## config.mk

```make
export PLATFORM = sky130hd
export DESIGN_NAME = fixed_to_fp_arbiter_flat
export DESIGN_NICKNAME = d
export VERILOG_FILES = /design/src/rtl/fixed_to_fp_arbiter_if.sv /design/src/rtl/fixed_to_fp_arbiter.sv /design/src/flat_wrapper.sv
export SDC_FILE = /design/constraint.sdc
export NUM_CORES = 1
export LEC_CHECK = 0
export CELL_PAD_IN_SITES_DETAIL_PLACEMENT = 1
export CELL_PAD_IN_SITES_GLOBAL_PLACEMENT = 1
export CORE_MARGIN = 5
export CORE_UTILIZATION = 35
export CTS_BUF_LIST = sky130_fd_sc_hd__clkbuf_4 sky130_fd_sc_hd__clkbuf_8 sky130_fd_sc_hd__clkbuf_16
export CTS_CLUSTER_DIAMETER = 30
export CTS_CLUSTER_SIZE = 40
export DETAILED_ROUTE_END_ITERATION = 10
export GPL_TIMING_DRIVEN = 1
export PLACE_DENSITY = 0.89
export REMOVE_ABC_BUFFERS = 1
export SLEW_MARGIN = 30
export SYNTH_ARGS = -nofsm -noshare
export SYNTH_HDL_FRONTEND = slang
export SYNTH_SLANG_ARGS = --single-unit
```

## constraint.sdc

```tcl
create_clock -name clk_i -period 4.5 [get_ports clk_i]
set_clock_uncertainty 0.05 [all_clocks]
set_input_delay 1.125 -clock clk_i [delete_from_list [all_inputs] [get_ports clk_i]]
set_output_delay 1.125 -clock clk_i [all_outputs]
set_load 0.01 [all_outputs]
```

## src/rtl/fixed_to_fp_arbiter_if.sv

```systemverilog
// ---------------------------------------------------------------------------
// fixed_to_fp_arbiter_if
//
// Purpose: bundles the requester-side and result-side handshake signals of
// the fixed-point to float conversion arbiter into one interface.
//
// Signals:
//   req_valid  [NUM_REQ]      per-requester sample valid
//   req_data   [NUM_REQ*21]   packed samples, requester r at [21r+20:21r]
//                             = {sign, integer, fraction[18:0]}
//   req_ready  [NUM_REQ]      per-requester accept (one-hot or zero)
//   out_valid                 converted result valid
//   out_ready                 downstream accept
//   out_fp     [32]           IEEE-754 single-precision result
//   out_id     [ID_W]         requester index that produced out_fp
//   done_count [CNT_W]        completed output handshakes, wrapping
//
// Modports:
//   master : the environment (requesters plus float consumer)
//   slave  : the arbiter itself
// ---------------------------------------------------------------------------
interface fixed_to_fp_arbiter_if #(
  parameter int NUM_REQ = 4,
  parameter int ID_W    = 2,
  parameter int CNT_W   = 16
);

  logic [NUM_REQ-1:0]    req_valid;
  logic [NUM_REQ*21-1:0] req_data;
  logic [NUM_REQ-1:0]    req_ready;
  logic                  out_valid;
  logic                  out_ready;
  logic [31:0]           out_fp;
  logic [ID_W-1:0]       out_id;
  logic [CNT_W-1:0]      done_count;

  modport master (
    output req_valid,
    output req_data,
    output out_ready,
    input  req_ready,
    input  out_valid,
    input  out_fp,
    input  out_id,
    input  done_count
  );

  modport slave (
    input  req_valid,
    input  req_data,
    input  out_ready,
    output req_ready,
    output out_valid,
    output out_fp,
    output out_id,
    output done_count
  );

endinterface

```

## src/rtl/fixed_to_fp_arbiter.sv

```systemverilog
// ---------------------------------------------------------------------------
// fixed_to_fp_arbiter
//
// Purpose: shares one fixed-point to IEEE-754 single-precision converter
// between NUM_REQ requesters. Requests are granted round-robin, the sample
// passes through a two-register pipeline (S1 holds the raw sample, S2 is
// the output register holding the converted float), and the result leaves
// tagged with the index of the requester that produced it.
//
// Input sample format (sign-magnitude, range [-1, 1]):
//   {sign, integer, fraction[18:0]}
//
// Ports:
//   clk_i  : clock, all logic on the rising edge
//   rst_i  : synchronous active-high reset; flushes the pipeline, clears the
//            round-robin pointer and the done counter, and forces all
//            req_ready bits low while asserted
//   bus    : fixed_to_fp_arbiter_if.slave (request side, result side and
//            the completed-conversion counter)
// ---------------------------------------------------------------------------
module fixed_to_fp_arbiter #(
  parameter int NUM_REQ = 4,
  parameter int ID_W    = 2,
  parameter int CNT_W   = 16
) (
  input logic                  clk_i,
  input logic                  rst_i,
  fixed_to_fp_arbiter_if.slave bus
);

  localparam int DATA_W = 21;

  // Round-robin pointer: the requester index the next scan starts from.
  logic [ID_W-1:0]   ptr_q;

  // Stage 1: raw accepted sample and its requester tag.
  logic              s1_valid_q;
  logic [DATA_W-1:0] s1_data_q;
  logic [ID_W-1:0]   s1_id_q;

  // Stage 2: the output register.
  logic              out_valid_q;
  logic [31:0]       out_fp_q;
  logic [ID_W-1:0]   out_id_q;

  logic [CNT_W-1:0]  done_count_q;

  // Pipeline advance conditions and arbitration results.
  logic              adv1;
  logic              adv2;
  logic              grant_found;
  logic [ID_W-1:0]   grant_id;
  logic [DATA_W-1:0] grant_data;
  logic              take_req;
  logic [NUM_REQ-1:0] ready_vec;
  logic [31:0]       s1_fp;

  // Adds an offset below NUM_REQ to a pointer and wraps modulo NUM_REQ.
  // Both operands are already below NUM_REQ, so one conditional subtract
  // is enough and NUM_REQ need not be a power of two.
  function automatic logic [ID_W-1:0] wrap_add(input logic [ID_W-1:0] base,
                                                input int off);
    int sum;
    sum = int'(base) + off;
    if (sum >= NUM_REQ) begin
      sum = sum - NUM_REQ;
    end
    return ID_W'(sum);
  endfunction

  // Converts a sign-magnitude {s, i, f[18:0]} sample to a single-precision
  // float. The magnitude is either exactly 1.0 (integer bit set; fraction is
  // ignored), exactly zero (always +0.0), or f * 2^-19. In the last case the
  // leading one of f at position k sets the exponent to 127 + (k - 19), and
  // the bits below it become the mantissa, left-justified and truncated.
  function automatic logic [31:0] fixed_to_float(input logic [DATA_W-1:0] d);
    logic        s;
    logic        i;
    logic [18:0] f;
    logic [4:0]  k;
    logic [18:0] norm;
    logic [7:0]  e;
    s = d[20];
    i = d[19];
    f = d[18:0];
    k = '0;
    for (int j = 0; j < 19; j++) begin
      if (f[j]) begin
        k = 5'(j);
      end
    end
    // Shift the leading one up to bit 18 so bits [17:0] are the fraction.
    norm = f << (5'd18 - k);
    e    = 8'd108 + {3'b000, k};
    if (i) begin
      return {s, 8'd127, 23'd0};
    end else if (f == '0) begin
      return 32'd0;
    end else begin
      return {s, e, norm[17:0], 5'd0};
    end
  endfunction

  // The output register can take a new value whenever it is empty or its
  // current value is being consumed this cycle; S1 can take a new sample
  // whenever it is empty or is draining into S2.
  assign adv2 = !out_valid_q || bus.out_ready;
  assign adv1 = !s1_valid_q || adv2;

  // Round-robin scan: starting at the pointer and wrapping past the last
  // requester, the first valid requester wins.
  always_comb begin
    grant_found = 1'b0;
    grant_id    = '0;
    for (int k = 0; k < NUM_REQ; k++) begin
      if (!grant_found && bus.req_valid[wrap_add(ptr_q, k)]) begin
        grant_found = 1'b1;
        grant_id    = wrap_add(ptr_q, k);
      end
    end
  end

  // Select the granted requester's sample out of the packed data bus.
  always_comb begin
    grant_data = '0;
    for (int r = 0; r < NUM_REQ; r++) begin
      if (grant_id == ID_W'(r)) begin
        grant_data = bus.req_data[r*DATA_W +: DATA_W];
      end
    end
  end

  // A grant is only offered when S1 has room, and never during reset, so a
  // raised ready bit always means the sample is taken on the coming edge.
  assign take_req = !rst_i && adv1 && grant_found;

  always_comb begin
    ready_vec = '0;
    if (take_req) begin
      ready_vec[grant_id] = 1'b1;
    end
  end

  assign s1_fp = fixed_to_float(s1_data_q);

  // Pointer, stage registers and counter. Reset drops anything in flight.
  // S2 only reloads its data when S1 actually holds a sample, so the last
  // result stays visible (with out_valid low) once the pipeline drains.
  // S1 is refilled by a new acceptance, otherwise it empties whenever it
  // hands its sample to S2.
  always_ff @(posedge clk_i) begin
    if (rst_i) begin
      ptr_q        <= '0;
      s1_valid_q   <= 1'b0;
      s1_data_q    <= '0;
      s1_id_q      <= '0;
      out_valid_q  <= 1'b0;
      out_fp_q     <= '0;
      out_id_q     <= '0;
      done_count_q <= '0;
    end else begin
      if (adv2) begin
        out_valid_q <= s1_valid_q;
        if (s1_valid_q) begin
          out_fp_q <= s1_fp;
          out_id_q <= s1_id_q;
        end
      end

      if (take_req) begin
        s1_valid_q <= 1'b1;
        s1_data_q  <= grant_data;
        s1_id_q    <= grant_id;
        ptr_q      <= wrap_add(grant_id, 1);
      end else if (adv2) begin
        s1_valid_q <= 1'b0;
      end

      if (out_valid_q && bus.out_ready) begin
        done_count_q <= done_count_q + CNT_W'(1);
      end
    end
  end

  assign bus.req_ready  = ready_vec;
  assign bus.out_valid  = out_valid_q;
  assign bus.out_fp     = out_fp_q;
  assign bus.out_id     = out_id_q;
  assign bus.done_count = done_count_q;

  // At most one requester is ever granted.
  ready_onehot: assert property (@(posedge clk_i) $onehot0(ready_vec));

  // A result that is not taken must stay put until it is.
  hold_when_stalled: assert property (
    @(posedge clk_i) disable iff (rst_i)
    (out_valid_q && !bus.out_ready) |=>
      (out_valid_q && $stable(out_fp_q) && $stable(out_id_q))
  );

endmodule

```

## src/flat_wrapper.sv

```systemverilog
// flat-port wrapper written by rule: the top's interface ports become plain ports
module fixed_to_fp_arbiter_flat 
#(
  parameter int NUM_REQ = 4,
  parameter int ID_W    = 2,
  parameter int CNT_W   = 16
)
  (clk_i, rst_i, bus_req_valid, bus_req_data, bus_out_ready, bus_req_ready, bus_out_valid, bus_out_fp, bus_out_id, bus_done_count);
  fixed_to_fp_arbiter_if #(.NUM_REQ(NUM_REQ), .ID_W(ID_W), .CNT_W(CNT_W)) bus_i ();
  input logic clk_i;
  input logic rst_i;
  input wire logic [$bits(bus_i.req_valid)-1:0] bus_req_valid;
  input wire logic [$bits(bus_i.req_data)-1:0] bus_req_data;
  input wire logic [$bits(bus_i.out_ready)-1:0] bus_out_ready;
  output wire logic [$bits(bus_i.req_ready)-1:0] bus_req_ready;
  output wire logic [$bits(bus_i.out_valid)-1:0] bus_out_valid;
  output wire logic [$bits(bus_i.out_fp)-1:0] bus_out_fp;
  output wire logic [$bits(bus_i.out_id)-1:0] bus_out_id;
  output wire logic [$bits(bus_i.done_count)-1:0] bus_done_count;
  assign bus_i.req_valid = bus_req_valid;
  assign bus_i.req_data = bus_req_data;
  assign bus_i.out_ready = bus_out_ready;
  assign bus_req_ready = bus_i.req_ready;
  assign bus_out_valid = bus_i.out_valid;
  assign bus_out_fp = bus_i.out_fp;
  assign bus_out_id = bus_i.out_id;
  assign bus_done_count = bus_i.done_count;
  fixed_to_fp_arbiter #(.NUM_REQ(NUM_REQ), .ID_W(ID_W), .CNT_W(CNT_W)) u_core (.clk_i(clk_i), .rst_i(rst_i), .bus(bus_i));
endmodule
```

== Word-level counts from Yosys, hierarchy flattened ==
Index checks and enable logic that the tools add are counted.
Widths: inputs -> output; s select.

* Add/sub/neg operators: 12
* $lt $le $gt $ge: 11
* Eq/ne operators: 3
* Shift operators: 1
* Multiplexer cells: 50
* Reductions and logical operators: 19

{| class="wikitable"
|+ Operator list
! kind !! number
|-
| $mux 21 || 4
|-
| $mux 32 || 2
|-
| $mux 4 || 9
|-
| $mux 2 || 11
|-
| $logic_not 19->1 || 1
|-
| $shl 19x5->18 || 1
|-
| $add 16x1->16 const B || 1
|-
| $lt 2x3->1 const B || 5
|-
| $mux 5 || 3
|-
| $ge 3x3->1 const B || 4
|-
| $mux 1 || 12
|-
| $mux 3 || 4
|-
| $sub 2x1->2 const B || 5
|-
| $add 7x5->8 const A || 1
|-
| $bmux 1 s2 || 4
|-
| $logic_and 1x1->1 || 7
|-
| $add 2x1->3 const B || 2
|-
| $add 2x2->3 const B || 2
|-
| $logic_not 1->1 || 6
|-
| $sub 5x5->5 const A || 1
|-
| $eq 2x2->1 const B || 2
|-
| $ge 2x3->1 const B || 1
|-
| $demux 1 s2 || 1
|-
| $eq 2x1->1 const B || 1
|-
| 5 further kinds || 6
|}

* Register bits after elaboration: 77
* Input bits: 91

== Longest topological paths before layout ==
Gate-level depths: netlist (run 1).

* Depth after elaboration: 22
* Gate-level depth with buffers: 13
* Mapped depth without buffers: 12

== Worst setup path after synthesis (run 1) ==
No wires, ideal clock.

* Path kind: input to output
* From: input bus_req_valid[2]
* To: output bus_req_ready[3]
* Arrival time: 2.507 ns
* Required time: 3.325 ns
* Path slack: 0.818 ns
* Stages: 7
* Cell sequence: mux2i_1 nor2_1 nor3_1 ha_1 clkbuf_1 clkbuf_1 and2_1

* Longest elaborated chain between the ends: 17

{| class="wikitable"
|+ RTL lines
! what !! line !! RTL
|-
| from (decl) || flat_wrapper.sv:12 || <nowiki>input wire logic [$bits(bus_i.req_valid)-1:0] bus_req_valid;</nowiki>
|-
| $bmux 1 s2 || fixed_to_fp_arbiter.sv:116 || <nowiki>if (!grant_found && bus.req_valid[wrap_add(ptr_q, k)]) begin</nowiki>
|-
| $mux 1 (implied by the code) || fixed_to_fp_arbiter.sv:116 ||
|-
| $mux 1 || fixed_to_fp_arbiter.sv:116 ||
|-
| $logic_not 1->1 || fixed_to_fp_arbiter.sv:116 ||
|-
| $logic_and 1x1->1 || fixed_to_fp_arbiter.sv:116 ||
|-
| $mux 1 || fixed_to_fp_arbiter.sv:116 ||
|-
| $logic_not 1->1 || fixed_to_fp_arbiter.sv:116 ||
|-
| $logic_and 1x1->1 || fixed_to_fp_arbiter.sv:116 ||
|-
| [2 not listed] || n/a ||
|-
| $logic_and 1x1->1 || fixed_to_fp_arbiter.sv:116 ||
|-
| $mux 2 * || fixed_to_fp_arbiter.sv:116 ||
|-
| net u_core.grant_id[0] || fixed_to_fp_arbiter.sv:52 || <nowiki>logic [ID_W-1:0] grant_id;</nowiki>
|-
| $lt 2x3->1 (implied by the code) / $ge 2x1->1 (equally long branches) || fixed_to_fp_arbiter.sv:140 || <nowiki>ready_vec[grant_id] = 1'b1;</nowiki>
|-
| $logic_and 1x1->1 (implied by the code) || fixed_to_fp_arbiter.sv:140 ||
|-
| $mux 1 (implied by the code) || fixed_to_fp_arbiter.sv:140 ||
|-
| $demux 1 s2 * || n/a ||
|-
| $mux 4 * || fixed_to_fp_arbiter.sv:139 || <nowiki>if (take_req) begin</nowiki>
|-
| to (decl) || flat_wrapper.sv:15 || <nowiki>output wire logic [$bits(bus_i.req_ready)-1:0] bus_req_ready;</nowiki>
|}

Mark *: on every way through the listed nets, which the timed path passes. The rest lies on a longest branch. The select of a mux whose other input is x is not followed.

== Worst setup path in the final report (run 1) ==
* From: input bus_req_valid[0]
* To: output bus_req_ready[2]

Same word-level chain as after synthesis.

==> impl_metrics.csv, run 1 <==
group,metric,value,unit
critical_path,critical_path_class,"primary input to primary output",
final_layout,diodes,0,
pwr,powerDensity,486,mW/mm²
status,status,"completed",
timing,tightest_slew,0.707,ns
critical_path,cpMaxStageDelayCell,"clkdlybuf4s50_1",
clocking,cts-root-buf,"clkbuf_16",
critical_path,crit_chain,"clkdlybuf4s50_1, mux2i_1, nor2_1, nor3_1, buf_4, inv_1, ha_1, and2_1, clkdlybuf4s50_1",
routing,wirelength,14.8,mm
clocking,htree_num_levels,3,
global_routing,antenna_found_initial,0,
placement,gp_congestion,0.902,
global_routing,grt_use_total,19.3,%
clocking,cts_tree,"done",
critical_path,cp_common_cell,"clkdlybuf4s50_1",
final_layout,fin_nets,805,
critical_path,cpPeakStageDelay,0.50,ns
synthesis,syn_area,0.00440,mm²
clocking,clock_sinks,72,
synthesis,synth_top_flop_cell,"dfxtp_1",
clocking,numCtsBuffers,9,
floorplanning,pin_count,146,
timing,fin_ws,0.0595,ns
timing,drv_slew,0,
synthesis,synth_cell_types,60,
worst_hold_path,hold_class,"flip-flop to flip-flop",
routing,antenna_left,0,
synthesis,postSynthAreaPerCell,7.49,µm²
clocking,cts_buffer_depth,2,
timing,post-route-period-util,98.7,%
timing,hold_violations,0,
final_layout,layout-drive-gt1-share,6.33,%
synthesis,yosys_warnings,0,
timing,setup_viol,0,
worst_hold_path,min_path_cells,1,
placement,dp_hpwl,11.4,mm
job,max_cap_viol_count,0,
routing,vias,4756,
final_layout,layout.cells.most_common_list,"139 x clkdlybuf4s50_1, 112 x nor2_1, 72 x dfxtp_1",
global_routing,grt_start_max_net_pins,72,
timing,finalSetupTns,0,ns
placement,port_buffers,140,
final_layout,syn_to_final_growth,40.5,%
critical_path,cp.arrival,3.27,ns
critical_path,crit_fanout,5,
critical_path,cp-end-kind,"primary output",
pwr,irDropWorstVdd,246,µV
timing,layout_min_cycle_time,4.44,ns
routing,via_per_inst,5.39,
critical_path,start_kind,"primary input",
global_routing,grt_pass1_vias,4840,
critical_path,rr_worst_depth,9,
final_layout,layout_commonest_cell,"clkdlybuf4s50_1",
pwr,p_leak,2.28,nW
synthesis,async_reset_ff_share,0,%
routing,drc,0,
timing,rsz0062_at_grt,"no",
floorplanning,dieArea,0.0149,mm²
timing,fmax,225,MHz
synthesis,ys_seq_area_share,32.7,%
floorplanning,fp.coreArea,0.0125,mm²
routing,first_pass_iters,4,
global_routing,grt_pass1_wl,23.6,mm
floorplanning,core.rowCount,41,
synthesis,ys_ff_latch,72,
routing,wl_per_cell,16.8,µm
synthesis,synth_edf_count,0,
final_layout,multi_input_area,0.00272,mm²
clocking,clk_latency,0.33,ns
floorplanning,die_w,122,µm
routing,drt_iter0_drc,314,
timing,relSlewSlack,52.7,%
floorplanning,fp.dieH,122,µm
placement,post-place-ws,0.0786,ns
clocking,ctsHoldBuffers,0,
global_routing,grt_overflow_total,0,
timing,hold_ws,0.411,ns
clocking,path_clk_slew,0.06,ns
final_layout,regArea,0.00144,mm²
floorplanning,start_util,35.3,%
synthesis,netlist_instances,588,
critical_path,cp.required,3.32,ns
final_layout,nFillCells,1536,
## path summary, 6_finish.rpt
kind,from,end,slack [ns]
max,bus_req_valid[0],bus_req_ready[2],0.06
min,u_core.bus.out_fp[30],u_core.bus.out_fp[30],0.41
max reg2reg,u_core.s1_data_q[2],u_core.bus.out_fp[19],1.33
min reg2reg,u_core.bus.out_fp[30],u_core.bus.out_fp[30],0.41
## Yosys cell counts, drive strengths merged, types with 3 or more instances
master / n / area share (%)
inv: 13 / 1.1
xnor2: 6 / 1.2
nor2: 112 / 9.6
nand4: 4 / 0.57
a32oi: 5 / 0.99
dfxtp: 72 / 33
a221o: 3 / 0.68
and2: 9 / 1.3
o21ai: 40 / 4.5
o31ai: 5 / 0.85
clkbuf: 36 / 3.1
a22o: 3 / 0.60
a21oi: 57 / 6.8
xor2: 9 / 2.0
nor4: 4 / 0.57
mux2: 5 / 1.4
ha: 7 / 2.0
or3: 8 / 1.1
buf: 12 / 1.8
a22oi: 26 / 4.4
o32ai: 7 / 1.4
o22ai: 4 / 0.57
nand2b: 6 / 1.0
o311ai: 7 / 1.4
mux2i: 4 / 0.91
nor3: 11 / 1.4
a211oi: 10 / 1.7
and3: 5 / 0.71
nand2: 40 / 3.5
nand3: 8 / 0.91
o211ai: 5 / 0.85
nand3b: 18 / 3.1
nor2b: 4 / 0.57
## state kept, by name, indices dropped and copies added, names as in the netlist
name / cells
u_core.bus.out_fp: 27
u_core.s1_data_q: 21
u_core.bus.done_count: 16
u_core.bus.out_id: 2
u_core.ptr_q: 2
u_core.s1_id_q: 2
u_core.bus.out_valid: 1
u_core.s1_valid_q: 1
## through the flow
| stage | utilization, % | instances | area [µm²] | power (W) |
|---|---|---|---|---|
| after detailed placement | 47.4 | 868 | 5910 | 0.00233 |
| after global routing | 49.6 | 883 | 6190 | 0.00321 |
| after floorplan | - | 544 | 4200 | 0.00179 |
| final | 49.6 | 883 | 6190 | 0.00301 |
| after global placement | 47.4 | 868 | 5910 | 0.00227 |
| after CTS | 49.6 | 883 | 6180 | 0.00300 |
## report_power, final
part	total [W]	internal (W)	switching, W
clock network	0.000652	0.000385	0.000267
registers	0.000822	0.000728	0.0000939
logic	0.00153	0.000629	0.000905
total	0.00301	0.00174	0.00127
## cells by family (layout without fill, tap and decap cells)
logic type / Yosys count / in the layout / synth area share [%]
AO/OA/AOI/OAI: 191 / 191 / 29.0
XOR/XNOR: 15 / 15 / 3.16
adder cells (fa/ha/maj): 7 / 7 / 1.99
buffers and inverters: 61 / 180 / 6.03
flip-flops: 72 / 72 / 32.7
multiplexers: 9 / 9 / 2.27
other: 1 / 5 / 0.0852
AND/OR/NAND/NOR: 232 / 232 / 24.7
## critical path, delay by kind of cell
| family | cells | cell delay [ns] |
|---|---|---|
| multiplexers | 1 | 0.22 |
| adder cells (fa/ha/maj) | 1 | 0.21 |
| AND/OR/NAND/NOR | 3 | 0.47 |
| buffers and inverters | 4 | 1.25 |
## layout make-up
class                   count  share of cell area [%]
multi-input cells         459                    44.0
repair buffers            152                    24.0
clock buffers              10                    3.86
flip-flops and latches     72                    23.3
inverters                  13                   0.789
clock inverters             5                   0.526
well taps                 172                    3.48
## timing repair
item | 4_1_cts | 5_1_grt
setup endpoints to repair | 0 | 3
hold endpoints to repair | 0 | 0
setup buffers | 0 | 0
gates resized for setup | 0 | 1
## layer usage
layer	track usage [%]	vias up	wire length (µm)
met5	0	-	0
met4	5.39	0	215
li1	-	2361	-
met2	34.2	137	7460
met1	23.5	2240	6330
met3	4.04	18	824
Note: power is estimated with default switching activity, not from simulation.
==> run 2, diff against run 1 <==
--- a/config.mk
+++ b/config.mk
@@ -13,7 +13,6 @@
 export CTS_CLUSTER_DIAMETER = 30
 export CTS_CLUSTER_SIZE = 40
 export DETAILED_ROUTE_END_ITERATION = 10
-export GPL_TIMING_DRIVEN = 1
 export PLACE_DENSITY = 0.89
 export REMOVE_ABC_BUFFERS = 1
 export SLEW_MARGIN = 30
==> results of run 2 <==
Final layout, timing and power as in run 1 (identical DEF).
